**src/rtl/mem_stage_pkg.sv**
```systemverilog
// Shared definitions for the MEM stage: funct3 access encodings, access
// sizes, load/store FSM states and small alignment helpers.
// Imported by lsu_align and mem_stage.
package mem_stage_pkg;

  // funct3 encodings for loads; stores use the low two bits only.
  typedef enum logic [2:0] {
    F3_LB  = 3'b000,
    F3_LH  = 3'b001,
    F3_LW  = 3'b010,
    F3_LD  = 3'b011,
    F3_LBU = 3'b100,
    F3_LHU = 3'b101,
    F3_LWU = 3'b110,
    F3_BAD = 3'b111
  } funct3_e;

  typedef enum logic [1:0] {
    SZ_B = 2'd0,
    SZ_H = 2'd1,
    SZ_W = 2'd2,
    SZ_D = 2'd3
  } size_e;

  typedef enum logic [1:0] {
    S_IDLE = 2'd0,
    S_BUSY = 2'd1,
    S_DONE = 2'd2
  } state_e;

  // Byte-lane mask for an access of the given size at offset 0.
  function automatic logic [7:0] size_mask(input logic [1:0] sz);
    case (size_e'(sz))
      SZ_B:    return 8'h01;
      SZ_H:    return 8'h03;
      SZ_W:    return 8'h0F;
      default: return 8'hFF;
    endcase
  endfunction

  // True when the byte offset is not a multiple of the access size.
  function automatic logic misaligned(input logic [1:0] sz, input logic [2:0] off);
    case (size_e'(sz))
      SZ_B:    return 1'b0;
      SZ_H:    return off[0];
      SZ_W:    return |off[1:0];
      default: return |off;
    endcase
  endfunction

endpackage

```
**src/rtl/mem_stage_if.sv**
```systemverilog
// Data-bus interface between the MEM stage (master) and data RAM /
// peripherals (slave). req is held with addr/we/be/wdata stable until ack.
// Ports: req, addr, we, be, wdata (master->slave); ack, rdata (slave->master).
interface mem_stage_if #(
  parameter int XLEN = 64
);
  logic            req;
  logic [XLEN-1:0] addr;
  logic            we;
  logic [7:0]      be;
  logic [XLEN-1:0] wdata;
  logic            ack;
  logic [XLEN-1:0] rdata;

  modport master (output req, addr, we, be, wdata, input ack, rdata);
  modport slave  (input req, addr, we, be, wdata, output ack, rdata);
endinterface

```
**src/rtl/mem_stage_lsu_align.sv**
```systemverilog
// Load/store alignment: byte enables, shifted store data, fault detection,
// load-result extraction and sign/zero extension. Purely combinational.
// Ports: off/funct3/is_load/is_store/st_data/rdata in; be/wdata/fault/ld_data out.
module lsu_align
  import mem_stage_pkg::*;
#(
  parameter int XLEN = 64
) (
  input  logic [2:0]      off,
  input  logic [2:0]      funct3,
  input  logic            is_load,
  input  logic            is_store,
  input  logic [XLEN-1:0] st_data,
  input  logic [XLEN-1:0] rdata,
  output logic [7:0]      be,
  output logic [XLEN-1:0] wdata,
  output logic            fault,
  output logic [XLEN-1:0] ld_data
);
  logic [1:0]      sz;
  logic [5:0]      bit_off;
  logic [XLEN-1:0] rsh;
  logic            illegal;

  assign sz      = funct3[1:0];
  assign bit_off = {off, 3'b000};
  // Truncation to 8 lanes is safe: only aligned accesses reach the bus.
  assign be      = size_mask(sz) << off;
  assign wdata   = st_data << bit_off;
  assign rsh     = rdata >> bit_off;

  // Loads have no funct3=111; stores have no unsigned variants.
  assign illegal = (is_load && funct3 == F3_BAD) || (is_store && funct3[2]);
  assign fault   = (is_load || is_store) && (misaligned(sz, off) || illegal);

  always_comb begin
    ld_data = rsh;
    case (funct3_e'(funct3))
      F3_LB:   ld_data = {{(XLEN-8){rsh[7]}},   rsh[7:0]};
      F3_LH:   ld_data = {{(XLEN-16){rsh[15]}}, rsh[15:0]};
      F3_LW:   ld_data = {{(XLEN-32){rsh[31]}}, rsh[31:0]};
      F3_LBU:  ld_data = {{(XLEN-8){1'b0}},     rsh[7:0]};
      F3_LHU:  ld_data = {{(XLEN-16){1'b0}},    rsh[15:0]};
      F3_LWU:  ld_data = {{(XLEN-32){1'b0}},    rsh[31:0]};
      default: ld_data = rsh;
    endcase
  end
endmodule

```
**src/rtl/mem_stage.sv**
```systemverilog
// MEM stage: EXE/MEM and MEM/WB pipeline registers plus the load/store FSM.
// Latency: non-mem ops 1 cycle in M; mem ops IDLE+BUSY(n)+DONE, so >=3 cycles.
// Backpressure: memStall holds IF/ID/EXE and EXE/MEM until the bus acks or times out.
// Ports: clk/rst; E-stage inputs erd..efunc3; M fields mrd/mr/mwreg/mm2reg;
//        memStall, memFault; MEM/WB wrd/wr/wd/wm2reg/wwreg; bus (master modport).
module mem_stage
  import mem_stage_pkg::*;
#(
  parameter int          XLEN    = 64,
  parameter int unsigned BUS_TMO = 255
) (
  input  logic            clk,
  input  logic            rst,
  input  logic [4:0]      erd,
  input  logic [XLEN-1:0] er,
  input  logic [XLEN-1:0] eqb,
  input  logic            ewmem,
  input  logic            em2reg,
  input  logic            ewreg,
  input  logic [2:0]      efunc3,
  output logic [4:0]      mrd,
  output logic [XLEN-1:0] mr,
  output logic            mwreg,
  output logic            mm2reg,
  output logic            memStall,
  output logic            memFault,
  output logic [4:0]      wrd,
  output logic [XLEN-1:0] wr,
  output logic [XLEN-1:0] wd,
  output logic            wm2reg,
  output logic            wwreg,
  mem_stage_if.master     bus
);
  // EXE/MEM register
  logic [4:0]      mrd_q, mrd_d;
  logic [XLEN-1:0] mr_q, mr_d, mqb_q, mqb_d;
  logic            mwmem_q, mwmem_d, mm2reg_q, mm2reg_d, mwreg_q, mwreg_d;
  logic [2:0]      mfunc3_q, mfunc3_d;
  // MEM/WB register
  logic [4:0]      wrd_q, wrd_d;
  logic [XLEN-1:0] wr_q, wr_d, wd_q, wd_d;
  logic            wm2reg_q, wm2reg_d, wwreg_q, wwreg_d;
  // Load/store control
  state_e          state_q, state_d;
  logic [7:0]      cnt_q, cnt_d;
  logic            tmo_q, tmo_d;
  logic [XLEN-1:0] loadbuf_q, loadbuf_d;

  logic            mem_op, align_fault, stall, busy, tmo_hit;
  logic [7:0]      be;
  logic [XLEN-1:0] wdata, ld_data;

  assign mem_op = mwmem_q | mm2reg_q;

  lsu_align #(.XLEN(XLEN)) u_align (
    .off     (mr_q[2:0]),
    .funct3  (mfunc3_q),
    .is_load (mm2reg_q),
    .is_store(mwmem_q),
    .st_data (mqb_q),
    .rdata   (bus.rdata),
    .be      (be),
    .wdata   (wdata),
    .fault   (align_fault),
    .ld_data (ld_data)
  );

  always_comb begin
    state_d   = state_q;
    cnt_d     = '0;
    tmo_d     = 1'b0;
    loadbuf_d = loadbuf_q;
    stall     = 1'b0;
    busy      = 1'b0;
    tmo_hit   = 1'b0;
    case (state_q)
      S_IDLE: begin
        // A faulting op never reaches the bus and never stalls.
        if (mem_op && !align_fault) begin
          stall   = 1'b1;
          state_d = S_BUSY;
        end
      end
      S_BUSY: begin
        busy  = 1'b1;
        stall = 1'b1;
        cnt_d = cnt_q + 8'd1;
        if (bus.ack) begin
          loadbuf_d = mm2reg_q ? ld_data : '0;
          state_d   = S_DONE;
        end else if (cnt_q == 8'(BUS_TMO)) begin
          tmo_hit   = 1'b1;
          tmo_d     = 1'b1;
          loadbuf_d = '0;
          state_d   = S_DONE;
        end
      end
      S_DONE:  state_d = S_IDLE;
      default: state_d = S_IDLE;
    endcase
  end

  always_comb begin
    mrd_d    = stall ? mrd_q    : erd;
    mr_d     = stall ? mr_q     : er;
    mqb_d    = stall ? mqb_q    : eqb;
    mwmem_d  = stall ? mwmem_q  : ewmem;
    mm2reg_d = stall ? mm2reg_q : em2reg;
    mwreg_d  = stall ? mwreg_q  : ewreg;
    mfunc3_d = stall ? mfunc3_q : efunc3;
    // While stalled WB receives an all-zero bubble so the op retires once.
    wrd_d    = '0;
    wr_d     = '0;
    wd_d     = '0;
    wm2reg_d = 1'b0;
    wwreg_d  = 1'b0;
    if (!stall) begin
      wrd_d    = mrd_q;
      wr_d     = mr_q;
      wd_d     = (state_q == S_DONE) ? loadbuf_q : '0;
      wm2reg_d = mm2reg_q;
      wwreg_d  = mwreg_q & ~align_fault & ~tmo_q;
    end
  end

  always_ff @(posedge clk) begin
    if (rst) begin
      mrd_q <= '0; mr_q <= '0; mqb_q <= '0; mwmem_q <= 1'b0;
      mm2reg_q <= 1'b0; mwreg_q <= 1'b0; mfunc3_q <= '0;
      wrd_q <= '0; wr_q <= '0; wd_q <= '0; wm2reg_q <= 1'b0; wwreg_q <= 1'b0;
      state_q <= S_IDLE; cnt_q <= '0; tmo_q <= 1'b0; loadbuf_q <= '0;
    end else begin
      mrd_q <= mrd_d; mr_q <= mr_d; mqb_q <= mqb_d; mwmem_q <= mwmem_d;
      mm2reg_q <= mm2reg_d; mwreg_q <= mwreg_d; mfunc3_q <= mfunc3_d;
      wrd_q <= wrd_d; wr_q <= wr_d; wd_q <= wd_d; wm2reg_q <= wm2reg_d; wwreg_q <= wwreg_d;
      state_q <= state_d; cnt_q <= cnt_d; tmo_q <= tmo_d; loadbuf_q <= loadbuf_d;
    end
  end

  assign mrd       = mrd_q;
  assign mr        = mr_q;
  assign mwreg     = mwreg_q;
  assign mm2reg    = mm2reg_q;
  assign memStall  = stall;
  assign memFault  = align_fault | tmo_hit;
  assign wrd       = wrd_q;
  assign wr        = wr_q;
  assign wd        = wd_q;
  assign wm2reg    = wm2reg_q;
  assign wwreg     = wwreg_q;

  assign bus.req   = busy;
  assign bus.addr  = busy ? mr_q : '0;
  assign bus.we    = busy & mwmem_q;
  assign bus.be    = busy ? be : 8'h00;
  assign bus.wdata = busy ? wdata : '0;
endmodule

```
**src/flat_wrapper.sv**
```systemverilog
// flat-port wrapper written by rule: the top's interface ports become plain ports
module mem_stage_flat import mem_stage_pkg::*;
#(
  parameter int          XLEN    = 64,
  parameter int unsigned BUS_TMO = 255
)
  (clk, rst, erd, er, eqb, ewmem, em2reg, ewreg, efunc3, mrd, mr, mwreg, mm2reg, memStall, memFault, wrd, wr, wd, wm2reg, wwreg, bus_req, bus_addr, bus_we, bus_be, bus_wdata, bus_ack, bus_rdata);
  mem_stage_if #(.XLEN(XLEN)) bus_i ();
  input  logic clk;
  input  logic rst;
  input  logic [4:0] erd;
  input  logic [XLEN-1:0] er;
  input  logic [XLEN-1:0] eqb;
  input  logic ewmem;
  input  logic em2reg;
  input  logic ewreg;
  input  logic [2:0] efunc3;
  output logic [4:0] mrd;
  output logic [XLEN-1:0] mr;
  output logic mwreg;
  output logic mm2reg;
  output logic memStall;
  output logic memFault;
  output logic [4:0] wrd;
  output logic [XLEN-1:0] wr;
  output logic [XLEN-1:0] wd;
  output logic wm2reg;
  output logic wwreg;
  output wire logic [$bits(bus_i.req)-1:0] bus_req;
  output wire logic [$bits(bus_i.addr)-1:0] bus_addr;
  output wire logic [$bits(bus_i.we)-1:0] bus_we;
  output wire logic [$bits(bus_i.be)-1:0] bus_be;
  output wire logic [$bits(bus_i.wdata)-1:0] bus_wdata;
  input wire logic [$bits(bus_i.ack)-1:0] bus_ack;
  input wire logic [$bits(bus_i.rdata)-1:0] bus_rdata;
  assign bus_req = bus_i.req;
  assign bus_addr = bus_i.addr;
  assign bus_we = bus_i.we;
  assign bus_be = bus_i.be;
  assign bus_wdata = bus_i.wdata;
  assign bus_i.ack = bus_ack;
  assign bus_i.rdata = bus_rdata;
  mem_stage #(.XLEN(XLEN), .BUS_TMO(BUS_TMO)) u_core (.clk(clk), .rst(rst), .erd(erd), .er(er), .eqb(eqb), .ewmem(ewmem), .em2reg(em2reg), .ewreg(ewreg), .efunc3(efunc3), .mrd(mrd), .mr(mr), .mwreg(mwreg), .mm2reg(mm2reg), .memStall(memStall), .memFault(memFault), .wrd(wrd), .wr(wr), .wd(wd), .wm2reg(wm2reg), .wwreg(wwreg), .bus(bus_i));
endmodule
```
**config.mk**
```make
export PLATFORM = sky130hd
export DESIGN_NAME = mem_stage_flat
export DESIGN_NICKNAME = d
export VERILOG_FILES = /design/src/rtl/mem_stage_pkg.sv /design/src/rtl/mem_stage_if.sv /design/src/rtl/mem_stage_lsu_align.sv /design/src/rtl/mem_stage.sv /design/src/flat_wrapper.sv
export SDC_FILE = /design/constraint.sdc
export NUM_CORES = 1
export LEC_CHECK = 0
export CORE_AREA = 2 2 212 214
export DETAILED_ROUTE_END_ITERATION = 6
export DIE_AREA = 0 0 214 216
export PLACE_DENSITY = 0.66
export SLEW_MARGIN = 15
export SYNTH_ARGS = -nofsm -noshare
export SYNTH_HDL_FRONTEND = slang
export SYNTH_SLANG_ARGS = --single-unit
```
**constraint.sdc**
```tcl
create_clock -name clk -period 3.4 [get_ports clk]
set_clock_uncertainty 0.15 [all_clocks]
set_input_delay 0.85 -clock clk [delete_from_list [all_inputs] [get_ports clk]]
set_output_delay 0.85 -clock clk [all_outputs]
set_load 0.005 [all_outputs]
```
; Word level (Yosys, flattened, before mapping)
; Cells that the tools add are included.
[op_classes]
n_eq_ne = 13
n_mux = 19
shifts = 3
reduce_logical = 19
bitwise_logic = 9
addsub = 1
[op_table]
columns = op, count
row1 = 64-bit case mux with 6 select lines, 1
row2 = 64-bit two-way mux, 5
row3 = 64-bit by 6-bit left shift with 64-bit output, 1
row4 = 64-bit by 6-bit right shift with 64-bit output, 1
row5 = 8-bit case mux with 3 select lines, 1
row6 = "3-bit equality test, second input constant", 4
row7 = "8-bit by 1-bit adder with 8-bit output, second input constant", 1
row8 = "8-bit equality test, second input constant", 1
row9 = 8-bit two-way mux, 1
row10 = 8-bit by 3-bit left shift with 8-bit output, 1
row11 = 2-bit two-way mux, 3
row12 = 2-bit OR reduction, 3
row13 = 3-bit OR reduction, 2
row14 = 1-bit two-way mux, 5
row15 = "2-bit by 1-bit equality test with 1-bit output, second input constant", 2
row16 = "2-bit equality test, second input constant", 2
row17 = 1-bit logical AND, 4
row18 = 2-bit zero test, 2
row19 = 1-bit NOT, 4
row20 = 2-bit case mux with 2 select lines, 1
row21 = 2-bit AND reduction, 2
row22 = 1-bit bitwise AND, 3
row23 = "3-bit by 1-bit equality test with 1-bit output, second input constant", 1
row24 = "3-bit by 2-bit equality test with 1-bit output, second input constant", 1
row25 = 9 further kinds, 12
[totals]
elab_cells = 80
reg_bits = 349
out_inout_bits = 346
in_bits = 206

; Depth between registers and ports, before layout
; Gate-level depths: netlist of run 1.
[logic_depth]
depth_word = 10
mapped_depth = 9
ltp_nobuf = 6

; Cells and area by module
; A second synthesis of run 1 with hierarchy kept.
[hier_totals]
cells_unflattened = 2021
hier_area_um2 = 18306.3
[by_module_without_submodules]
columns = mod, area_per_inst_um2, seq_area_each_um2, instances, cells_per_inst
row1 = mem_stage, 14257.4, 6986.7, 1, 1483
row2 = lsu_align, 4048.9, 0.0, 1, 538

; Worst setup path after synthesis of run 1
; OpenSTA, ideal clock, no wires.
[synth_path]
path_kind = reg-to-output
from = register u_core.mr_q[0] (netlist: u_core.mr[0])
to = output bus_wdata[56]
n_path_buf = 3
path_stages_with_launch = 7
t_arrival_ps = 1816
t_required_ps = 2400
path_slack_ps = 584
path_cell_list = dfxtp_1 buf_2 buf_4 buf_2 mux4_2 mux2i_1 nor2_1
[synth_via]
elab_chain_cells = 2
[synth_rtl]
columns = element, line
row1 = start: declaration, mem_stage.sv:36  ; logic [XLEN-1:0] mr_q, mr_d, mqb_q, mqb_d;
row2 = start signal: assignment, mem_stage.sv:133  ; mrd_q <= mrd_d; mr_q <= mr_d; mqb_q <= mqb_d; mwmem_q <= mwmem_d;
row3 = 64-bit by 6-bit left shift with 64-bit output, mem_stage_lsu_align.sv:29  ; assign wdata = st_data << bit_off;
row4 = 64-bit two-way mux, mem_stage.sv:156  ; assign bus.wdata = busy ? wdata : '0;
row5 = end: declaration, flat_wrapper.sv:33  ; output wire logic [$bits(bus_i.wdata)-1:0] bus_wdata;
; No other way between the ends.

; Worst setup path in the final report of run 1
[layout_path]
from = register u_core.mr_q[0] (netlist: u_core.mr[0])
to = output bus_wdata[49]
; Same word-level chain as after synthesis.

==> results.md, run 1 <==
Outcome:
- The run finished with clean final reports.

Detailed routing:
- In the routed design, unresolved DRC markers number 0.
- The violation count after the first detailed-route iteration is approximately 1,200.
- The total vias in the final route is ~16,000.
- The final layout contains routed wiring with a total length of 67.4 mm.
- Dividing the detail-routed wire length by the instance count gives around 24 um.
- The count of TritonRoute iterations in the first routing pass is 6.
- The per-cell via count in the routed design is approximately 5.5.
- The post-route antenna net violation count is 0.

Logic synthesis:
- The count of different cell masters after synthesis is 53.
- After Yosys synthesis, full adders, half adders and majority gates account for less than 1% of the synthesized area.
- Yosys mapped a number of flops with a built-in enable equal to 0.
- The area share of xor/xnor cells in the synthesized design is less than 1%.
- By area the synthesized netlist is led by dfxtp_1 44%, and2_1 8.5%, a21oi_1 6.0%.
- The synthesized design contains approximately 350 register bits.
- The total number of yosys warnings is 0.
- The netlist area before placement is 15,700 um2.
- The number of nets handed over by synthesis was a little under 2,000.
- For this run, asynchronously set or reset flops after synthesis account for 0%.
- In this run the biggest area consumer among cell types represents roughly 44% of the synthesized area.
- The number of instances in the synthesized netlist is 1,746.
- The average footprint of a synthesized cell is ~9 um2.
- After synthesis, the largest family of logic cells by area is simple AND/OR/NAND/NOR gates.
- Summing the sequential cell areas from Yosys gives between 40 and 50% of the chip area.
- The flip-flop cell with the highest count after synthesis is dfxtp_1.
- The biggest area consumer among synthesized cells is dfxtp_1.
- The post-synthesis share of cell area spent on and, or, nand and nor gates is between 10% and 20%.
- The commonest cells after synthesis are 349 x dfxtp_1, 215 x and2_1, 189 x a21oi_1, 163 x o21ai_0, 154 x nor2_1.
- The multiplexer share of the synthesized area is between 10% and 20%.
- The synthesized-area fraction occupied by ao, oa, aoi and oai cells is 17.9%.
- The most common cell in the synthesized netlist is dfxtp_1.

Setup path:
- The cell with the largest stage delay on the worst path is mux4_2.
- The kind of critical path is reg -> out.
- The endpoint identified for the worst register-to-register timing path is u_core.loadbuf_q[56]$_SDFFE_PP0P_.
- The critical-path maximum fanout is 12.
- The total stage count of the critical path is 7.
- The cell repeated most along the worst path is buf_12.
- The largest delay contributor family on the critical path is multiplexers.
- Data on the critical path is required at its endpoint by roughly 2.4 ns.
- The worst setup path is captured at an output port.
- Traced cell by cell, the critical path runs through buf_12, buf_12, buf_16, mux4_2, mux2i_1, nor2_1, clkdlybuf4s15_1.
- The internal reg-to-reg setup slack is between 0.3 and 0.4 ns.
- The worst reg2reg path depth is 10.
- The number of buffer and inverter stages on the critical path is 4.
- For the worst setup path, the data arrival time is around 2.3 ns.
- The maximum single-stage delay on the critical path is roughly 0.49 ns.
- The startpoint of the most critical register-to-register path is u_core.mr[0]$_SDFFE_PP0N_.
- The worst setup path is launched from a register.

Cells and area:
- The final cell count without fillers is ~2,900.
- The fraction of final layout cells with drive strength greater than 1 is around an eighth.
- At the end of the flow the core is filled with cells to a little over half.
- The number of nets in the layout is 2,446.
- The final design area excluding fillers is between 20,000 and 25,000 um2.
- The area added between synthesis and finish is 50.2%.

Pwr:
- For this design the static power due to leakage is approximately 0.0091 uW.
- The worst-case vdd ir drop is between 0.0004 and 0.0005 V.
- In this run the power density over the cells is about 650 nW/um2.
- The overall power after layout is about 15,000 uW.

Timing:
- The hold violation total from the final report is 0.
- The actual slew at the worst max-slew pin is 1.13 ns.
- Setup violations remaining at the end of the flow were counted as 0.
- The minimum clock period after layout is between 3 and 4 ns.
- The achievable frequency is 300 MHz.
- The minimum setup slack in the final design is around 0.066 ns.
- The remaining max-slew budget at the tightest pin is 24.4%.
- Setup repair after global routing could not meet its margin everywhere.
- The final cycle utilization of the critical path is 98.1%.
- The final max-slew violation count is 0.

Clock tree:
- The hold-fix buffer count after cts is 0.
- The CTS tree is yes.
- The register clock-pin slew on the reported worst setup and hold paths is 0.06 ns.
- CTS built an H-tree with a depth of 2.
- The cell chosen for the clock root is clkbuf_16.
- The number of CTS-inserted buffers is 40.
- The insertion delay to the later sink of the worst-skew pair is roughly 0.56 ns.
- The clock passes through at most 3 buffers.
- For this design, the sink count on the clock tree is 349.

Placement:
- The congestion estimate from routability-driven global placement came to 0.941.
- Once placement completed, the tool counted placed cells totaling around 2,800.
- Prior to clock tree synthesis, the placed netlist has a worst setup slack of 0.0827 ns.
- The placed instances occupy a cell area of between 20,000 and 25,000 um2.
- The number of input and output port buffers inserted is around 550.
- Detailed placement ended at an HPWL of about 47 mm.

Worst hold path:
- The number of cells on the worst hold path is 1.
- The worst hold path endpoint is u_core.wd[46]$_SDFF_PP0_.
- The origin of the worst min-delay path is u_core.loadbuf_q[46]$_SDFFE_PP0P_.
- In this run the worst hold path is classified as reg -> reg.

Floorplanning:
- The total area inside the core boundary comes to between 40,000 and 50,000 um2.
- The overall die width is between 200 and 250 um.
- The I/O pin count is around 550.
- The site row count is slightly below 80.
- The initial utilization of the core area, before any placement, comes to 35.9%.
- From bottom edge to top edge, the die measures approximately 220 um.
- The total die area is between 40,000 and 50,000 um2.

Global routing:
- The number of antenna violations at the first check in global routing came to 13.
- The number of global-route vias before repair is between 15,000 and 20,000.
- The final global-route overflow total is 0.
- The maximum number of pins on one net before global-route repair is 140.
- In the global route stage, overall resource usage came out at approximately 28%.
- The first global-routing pass estimated 99.1 mm of wire.

Run:
- The total of max-cap violations is 0.
==> worst max-delay path by stage <==
stage | startpoint | to | slack [ns]
finish | u_core.mr[0]$_SDFFE_PP0N_ | bus_wdata[49] | 0.07
global route | u_core.mr[0]$_SDFFE_PP0N_ | bus_wdata[44] | -0.03
CTS | u_core.mr[0]$_SDFFE_PP0N_ | bus_wdata[62] | -0.06
detailed placement | bus_ack | memFault | 0.08
global placement | bus_ack | memFault | 0.03
floorplan | u_core.mr[0]$_SDFFE_PP0N_ | bus_wdata[56] | 0.58
==> placed cells by master, fill, tap and decap left out, types with 17 or more instances in the layout <==
cell type and count:
mux4_2 41, a22o_1 41, clkdlybuf4s50_1 499, a221o_1 17, mux2i_1 76, dfxtp_1 339, and2_1 211, o21ai_0 160
a21oi_1 184, nand3_1 151, nor2_1 143, nand2_1 21, clkbuf_16 43, buf_4 47, dlygate4sd2_1 36, mux2_2 24
==> cell type report <==
| class | count | area [um2] |
|---|---|---|
| Clock inverter | 16 | 208 |
| Multi-Input combinational cell | 1210 | 8130 |
| Fill cell | 3973 | 20200 |
| Sequential cell | 349 | 7010 |
| Clock buffer | 56 | 1150 |
| Timing Repair Buffer | 624 | 6330 |
| Tap cell | 592 | 741 |
| Inverter | 14 | 60.1 |
| Antenna cell | 5 | 12.5 |
==> stage by stage <==
stage	hold WS (ns)	setup TNS (ns)
6_report	0.304	0
5_1_grt	0.328	-0.0572
4_1_cts	0.309	-0.268
3_5_place_dp	0.296	0
3_3_place_gp	0.286	0
2_1_floorplan	0.276	0
==> flip-flops by register name (all words and copies together) (netlist names) <==
| name | count |
|---|---|
| u_core.mrd | 5 |
| u_core.cnt_q | 8 |
| u_core.mwmem_q | 1 |
| u_core.wrd | 5 |
| u_core.mqb_q | 64 |
| u_core.mm2reg | 1 |
| u_core.mwreg | 1 |
| u_core.mfunc3_q | 3 |
| u_core.wd | 64 |
| u_core.state_q | 2 |
| u_core.wwreg | 1 |
| u_core.loadbuf_q | 64 |
| u_core.wm2reg | 1 |
| u_core.mr | 64 |
| u_core.tmo_q | 1 |
| u_core.wr | 64 |
==> layer usage <==
layer | vias up | GRT usage (%) | share of wire, %
met5 | - | 0 | 0.12
met4 | 14 | 8.58 | 2.8
met3 | 132 | 7.94 | 8.3
met2 | 765 | 48.2 | 50
met1 | 7687 | 33.2 | 39
li1 | 7155 | - | -
==> repair_timing <==
item                       4_1_cts  5_1_grt
setup endpoints to repair       74       39
gates resized for setup         87       38
cloned                           3        2
pin swaps                        5        3
buffers inserted                12        2
==> logic make-up (layout without fill, tap and decap cells) <==
logic type | count (synthesis) | count (layout)
fa+ha+maj | 1 | 1
xor+xnor | 6 | 6
flops | 349 | 349
simple gates | 582 | 582
compound gates | 474 | 474
other cells | 0 | 5
buf+inv | 187 | 710
mux | 147 | 147
==> power by group <==
part / total (uW) / internal (uW) / switching (uW) / leakage [uW]
Clock: 4470 / 2680 / 1790 / 0.000665
Sequential: 5260 / 4650 / 615 / 0.00285
Combinational: 5730 / 2610 / 3120 / 0.00555
No activity file was read; power rests on OpenSTA's default activity.
==> run 2, diff against run 1 <==
Settings changed: PLACE_DENSITY 0.66 to 0.63.
==> run 2 against run 1 <==
Cell area rose by 0.50%; flip-flop and latch count did not move; highest routed layer unchanged; clock power rose by 2%; global-route usage barely moved; non-clock buffer count rose by 13; via count fell by 1.7%; fmax fell by 0.69%; critical endpoint is now bus_wdata[44]; core utilization rose by 0.27 points; worst hold slack got worse by 0.0013 ns.
==> results.md, run 2 (synthesis gave the netlist of run 1 again) <==
Timing:
- Setup repair after global routing missed its margin: yes (unchanged).
- The final cycle utilization of the critical path was 98.8% (was 98.1%).
- The actual slew at the worst max-slew pin was 1.13 ns (about the same).
- The setup total negative slack is 0 ns (unchanged).
- The remaining max-slew budget at the tightest pin is 24.2% (was 24.4%).
- The hold violation total from the final report was 0 (unchanged).
- The achievable frequency is 298 MHz (was 300 MHz).
- The final max-slew violation count is 0 (unchanged).
- The number of failing setup endpoints in the final timing report came to 0 (unchanged).
- The minimum clock period after layout is 3.36 ns (was 3.33 ns).

Floorplanning:
- The height of the die is 216 um (unchanged).
- The overall die width is 214 um (unchanged).
- The I/O pin count was 552 (unchanged).
- The starting utilization of the core area was 35.9% (unchanged).
- The area of the placeable core is 43,800 um2 (unchanged).
- The site row count is 77 (unchanged).
- The total die area came to 46,200 um2 (unchanged).

Global routing:
- The number of global-route vias before repair is 15,300 (was 15,600).
- The total track usage is 27.8% (about the same).
- The final global-route overflow total was 0 (unchanged).
- The number of antenna violations at the first check in global routing is 13 (unchanged).
- The global-route wire length before repair is 98.2 mm (was 99.1 mm).
- The maximum number of pins on one net before global-route repair is 155 (was 140).

Placement:
- The routability congestion estimate from global placement is 0.951 (was 0.941).
- The post-placement cell count is 2,770 (unchanged).
- The sum of net half-perimeters after detailed placement is 46.6 mm (was 46.8 mm).
- The number of input and output port buffers inserted is 551 (unchanged).
- The placed cell area came to 21,800 um2 (unchanged).

Clock tree:
- The worst-case clock buffer depth was 3 (unchanged).
- The hold-fix buffer count after cts is 0 (unchanged).
- The register clock-pin slew on the reported worst setup and hold paths is 0.07 ns (was 0.06 ns).
- The cell chosen for the clock root is clkbuf_16 (unchanged).
- The CTS H-tree depth is 2 (unchanged).
- The number of sinks handled by clock tree synthesis is 349 (unchanged).
- The number of CTS-inserted buffers is 40 (unchanged).
- The CTS tree is yes (unchanged).
- The insertion delay to the later sink of the worst-skew pair is 0.56 ns (about the same).

Outcome:
- Result of the run: finished, final reports clean (unchanged).

Pwr:
- The worst-case vdd ir drop is 0.000556 V (was 0.000497 V).
- The overall power after layout was 15,600 uW (was 15,500 uW).
- The static power due to leakage is 0.00914 uW (was 0.00907 uW).
- The power per unit of standard cell area is 656 nW/um2 (was 654 nW/um2).

Cells and area:
- Commonest cells after routing, fill and taps aside: 498 x clkdlybuf4s50_1, 344 x dfxtp_1, 212 x and2_1 (was 499 x clkdlybuf4s50_1, 339 x dfxtp_1, 211 x and2_1).
- The most frequent standard cell in the layout excluding fill and tap cells is clkdlybuf4s50_1 (unchanged).
- The number of nets in the layout is 2,459 (was 2,446).
- The final cell count without fillers is 2,880 (was 2,866).
- The area added between synthesis and finish is 51.0% (was 50.2%).
- The final design area excluding fillers is 23,800 um2 (was 23,600 um2).
- The fraction of final layout cells with drive strength greater than 1 is 13.0% (was 11.9%).

Detailed routing:
- The violation count after the first detailed-route iteration is 1,144 (was 1,225).
- The total vias in the final route is 15,500 (was 15,800).
- The per-cell via count in the routed design is 5.38 (was 5.50).
- The wire length per cell after detailed routing was 23.2 um (was 23.5 um).
- The count of unresolved DRC violations after routing is 0 (unchanged).
- The routed wire length is 66.8 mm (was 67.4 mm).
- The count of TritonRoute iterations in the first routing pass is 5 (was 6).
- The post-route antenna net violation count is 0 (unchanged).

Setup path:
- The data required time at the worst endpoint came to 2.40 ns (about the same).
- The critical path launch point type is a register (unchanged).
- The capturing element type of the critical path is an output port (unchanged).
- The kind of critical path is reg -> out (unchanged).
- The arrival time at the worst endpoint is 2.36 ns (was 2.33 ns).
- The critical-path maximum fanout came to 8 (was 12).

Worst hold path:
- The worst hold-check path type was reg -> reg (unchanged).

Run:
- The total of max-cap violations was 0 (unchanged).
[run 2: cell count changes in the layout (fill, tap and decap cells not counted), moves of 5 or more]
cell and delta:
dfxtp_1 +5, buf_6 +6, clkbuf_2 +5, buf_2 +6, dlygate4sd2_1 -14, buf_4 +5
[run 2: worst paths after layout]
| path | slack, ns | start | depth (start not counted) | endpoint |
|---|---|---|---|---|
| setup / recovery | 0.04 | u_core.mr[0]$_SDFFE_PP0N_ | 8 | bus_wdata[44] |
| hold reg to reg | 0.30 | u_core.loadbuf_q[38]$_SDFFE_PP0P_ | 1 | u_core.wd[38]$_SDFF_PP0_ |
| hold / removal | 0.30 | u_core.loadbuf_q[38]$_SDFFE_PP0P_ | 1 | u_core.wd[38]$_SDFF_PP0_ |
| setup reg to reg | 0.60 | u_core.mr[0]$_SDFFE_PP0N_ | 8 | u_core.loadbuf_q[40]$_SDFFE_PP0P_ |
[run 2: timing repair]
| action | CTS | global route |
|---|---|---|
| cloned | 2 | 1 |
| resized for setup | 110 | 60 |
| hold endpoints to repair | 0 | 0 |
| buffers inserted | 13 | 16 |
| pin swaps | 7 | 4 |
| setup endpoints to repair | 136 | 39 |
[run 2: layout make-up]
type	count	area [um2]
Clock inverter	17	209
Clock buffer	56	1180
Sequential cell	349	7000
Multi-Input combinational cell	1210	8130
Timing Repair Buffer	637	6430
Antenna cell	5	12.5
Fill cell	4015	20100
Tap cell	592	741
Inverter	14	57.6
[run 2: worst max-delay path, stage by stage (launching register included)]
cell and delay [ns]:
dfxtp_4 0.45, buf_12 0.15, buf_6 0.10, buf_12 0.12
buf_6 0.09, mux4_2 0.49, a22oi_2 0.16, nor2_2 0.07
buf_2 0.14
[run 2: routing by layer]
metal | vias to the layer above | part of all wire (%) | track usage, %
li1 | 7190 | - | -
met1 | 7448 | 39 | 32.5
met2 | 728 | 50 | 48.3
met3 | 113 | 8.4 | 7.95
met4 | 8 | 3.1 | 10.1
met5 | - | 0.078 | 0
[run 2: power by group]
part | leakage [uW] | switching, uW | internal (uW)
Clock | 0.000684 | 1830 | 2750
Sequential | 0.00285 | 608 | 4640
Combinational | 0.00560 | 3090 | 2670
Total | 0.00914 | 5520 | 10100
[run 2: metrics by stage]
step | hold WS (ns) | utilization (%) | setup slack [ns]
CTS | 0.307 | 53.6 | -0.111
finish | 0.303 | 54.2 | 0.0422
floorplan | 0.276 | - | 0.584
detailed placement | 0.291 | 49.7 | 0.0818
global placement | 0.290 | 49.7 | 0.0542
global route | 0.319 | 54.2 | -0.0380
==> run 3, diff against run 2 <==
Clock period 3.4 ns to 3.5 ns, I/O delays scaled along.
==> run 3 against run 2 <==
Combinational power fell by 6.4%; critical path type unchanged; first-iteration DRC count increased by 5.3%; sequential power is 3% lower; die area unchanged; via count increased by 0.18%.
==> results.md, run 3 (synthesis gave the netlist of run 1 again) <==
Pwr:
- The worst-case vdd ir drop came to 0.000401 V (was 0.000556 V).
- The static power due to leakage came to 0.00897 uW (was 0.00914 uW).
- The power per unit of standard cell area was 629 nW/um2 (was 656 nW/um2).

Cells and area:
- The area added between synthesis and finish is 48.7% (was 51.0%).
- The number of nets in the layout is 2,434 (was 2,459).
- Commonest cells after routing, fill and taps aside: 516 x clkdlybuf4s50_1, 343 x dfxtp_1, 215 x and2_1 (was 498 x clkdlybuf4s50_1, 344 x dfxtp_1, 212 x and2_1).
- The fraction of final layout cells with drive strength greater than 1 is 10.7% (was 13.0%).
- The most frequent standard cell in the layout excluding fill and tap cells is clkdlybuf4s50_1 (unchanged).
- The area of all sequential standard cells was 7000 um2 (about the same).
- The area of the multi-input gates was 8060 um2 (was 8130 um2).
- The post-route core utilization is 53.4% (was 54.2%).
- The number of fill cells is 4,006 (was 4,015).

Floorplanning:
- The area of the placeable core was 43,800 um2 (unchanged).
- The starting utilization of the core area was 35.9% (unchanged).
- The site row count is 77 (unchanged).
- The total die area is 46,200 um2 (unchanged).
- The overall die width is 214 um (unchanged).
- The height of the die came to 216 um (unchanged).
- The I/O pin count came to 552 (unchanged).

Clock tree:
- The worst-case clock buffer depth was 3 (unchanged).
- The insertion delay to the later sink of the worst-skew pair was 0.55 ns (was 0.56 ns).
- The cell chosen for the clock root is clkbuf_16 (unchanged).
- The number of sinks handled by clock tree synthesis is 349 (unchanged).
- The hold-fix buffer count after cts is 0 (unchanged).
- The register clock-pin slew on the reported worst setup and hold paths came to 0.06 ns (was 0.07 ns).
- The CTS H-tree depth came to 2 (unchanged).
- The number of CTS-inserted buffers is 40 (unchanged).
- The CTS tree is yes (unchanged).

Global routing:
- The met2 demand-to-capacity share in global routing is 47.7% (was 48.3%).
- The number of global-route vias before repair is 15,300 (about the same).
- The total track usage came to 27.7% (was 27.8%).
- The final global-route overflow total is 0 (unchanged).
- The global-route wire length before repair was 98.4 mm (was 98.2 mm).
- The met1 routing resource usage after global routing is 32.3% (was 32.5%).
- The layer with the highest usage after global routing is met2 (unchanged).
- The number of antenna violations at the first check in global routing is 16 (was 13).
- The routing usage on met3 is 8.63% (was 7.95%).
- The maximum number of pins on one net before global-route repair is 140 (was 155).

Detailed routing:
- The routed wire length is 66.2 mm (was 66.8 mm).
- The per-cell via count in the routed design is 5.44 (was 5.38).
- The count of unresolved DRC violations after routing is 0 (unchanged).
- The post-route antenna net violation count was 0 (unchanged).
- The wire length per cell after detailed routing is 23.2 um (about the same).
- The violation count after the first detailed-route iteration is 1,205 (was 1,144).
- The count of TritonRoute iterations in the first routing pass is 5 (unchanged).
- The total vias in the final route is 15,500 (about the same).

Setup path:
- The cell with the largest stage delay on the worst path is mux4_2 (unchanged).
- The critical path launch point type is a register (unchanged).
- The capturing element type of the critical path was an output port (unchanged).
- The number of buffer and inverter stages on the critical path is 3 (was 5).
- Cells along the critical path: buf_4, buf_8, mux4_2, a22o_1, clkdlybuf4s50_1 (was buf_12, buf_6, buf_12, buf_6, mux4_2, a22oi_2, nor2_2, buf_2).
- The largest delay contributor family on the critical path is buffers and inverters (unchanged).
- The kind of critical path is reg -> out (unchanged).
- The startpoint of the most critical register-to-register path is u_core.mfunc3_q[1]$_SDFFE_PP0N_ (was u_core.mr[0]$_SDFFE_PP0N_).
- The critical-path maximum fanout is 8 (unchanged).
- The data required time at the worst endpoint is 2.47 ns (was 2.40 ns).
- The first element of the critical path is u_core.mr[0]$_SDFFE_PP0N_ (unchanged).
- The maximum single-stage delay on the critical path is 0.51 ns (was 0.49 ns).
- The arrival time at the worst endpoint came to 2.42 ns (was 2.36 ns).

Outcome:
- Result of the run: finished, final reports clean (unchanged).

Worst hold path:
- The worst hold-check path type is reg -> reg (unchanged).
- The origin of the worst min-delay path is u_core.cnt_q[0]$_SDFF_PP0_ (was u_core.loadbuf_q[38]$_SDFFE_PP0P_).

Timing:
- The number of failing setup endpoints in the final timing report is 0 (unchanged).
- The minimum setup slack in the final design is 0.0583 ns (was 0.0422 ns).
- Setup repair after global routing missed its margin: yes (unchanged).
- The actual slew at the worst max-slew pin was 1.23 ns (was 1.13 ns).
- The remaining max-slew budget at the tightest pin is 17.7% (was 24.2%).
- In the finished design, the share of the clock period the worst path needs comes to between 90% and 100%.
- The final max-slew violation count was 0 (unchanged).
- The worst hold slack came to 0.292 ns (was 0.303 ns).
- The minimum clock period after layout is around 3.4 ns.
- The hold violation total from the final report is 0 (unchanged).
- The achievable frequency is 291 MHz.

Placement:
- The sum of net half-perimeters after detailed placement came to 46.8 mm (was 46.6 mm).
- The number of input and output port buffers inserted was 551 (unchanged).
- The routability congestion estimate from global placement came to 0.906 (was 0.951).
- The worst setup slack after placement came to 0.239 ns (was 0.0818 ns).

Run:
- The total of max-cap violations is 0 (unchanged).
-- run 3: where the power goes --
| group | internal [uW] | total [uW] | switching (uW) | leakage (uW) |
|---|---|---|---|---|
| combinational | 2440 | 5390 | 2950 | 0.00545 |
| sequential | 4510 | 5090 | 585 | 0.00285 |
| clock | 2550 | 4240 | 1690 | 0.000674 |
-- run 3: layer usage --
metal  part of all wire, %  up-vias  wire length (um)
li1                      -     7137                 -
met1                    39     7532             25600
met2                    49      698             32700
met3                   8.3      136              5530
met4                   3.6       12              2400
met5                  0.13        -                83
-- run 3: repair_timing --
action	in CTS	in global routing
pin swaps	1	4
hold endpoints to repair	0	0
endpoints found under the setup margin	56	46
cloned	2	0
resized for setup	40	35
setup buffers	10	4
-- run 3: final cells by class --
class,count,area share [%]
clock inverters,11,0.401
repair buffers,612,26.4
well taps,592,3.16
diodes,6,0.0642
flip-flops and latches,349,29.9
inverters,14,0.235
multi-input cells,1210,34.5
clock buffers,59,5.36
-- run 3: worst paths after layout --
| kind | end | slack [ns] | cells after the start |
|---|---|---|---|
| setup / recovery | bus_wdata[39] | 0.06 | 5 |
| hold / removal | u_core.cnt_q[0]$_SDFF_PP0_ | 0.29 | 1 |
| setup reg to reg | u_core.mqb_q[12]$_SDFFE_PP0N_ | 0.44 | 7 |
| hold reg to reg | u_core.cnt_q[0]$_SDFF_PP0_ | 0.29 | 1 |
-- run 3: per-stage QoR --
stage / instance area [um2] / TNS [ns] / power, uW / std cells
final: 23400 / 0 / 14700 / 2853
after global routing: 23400 / -0.141 / 15500 / 2850
after CTS: 23300 / 0 / 14800 / 2843
after detailed placement: 21700 / 0 / 10300 / 2761
after global placement: 21700 / 0 / 10300 / 2761
after floorplan: 15700 / 0 / 7900 / 1746
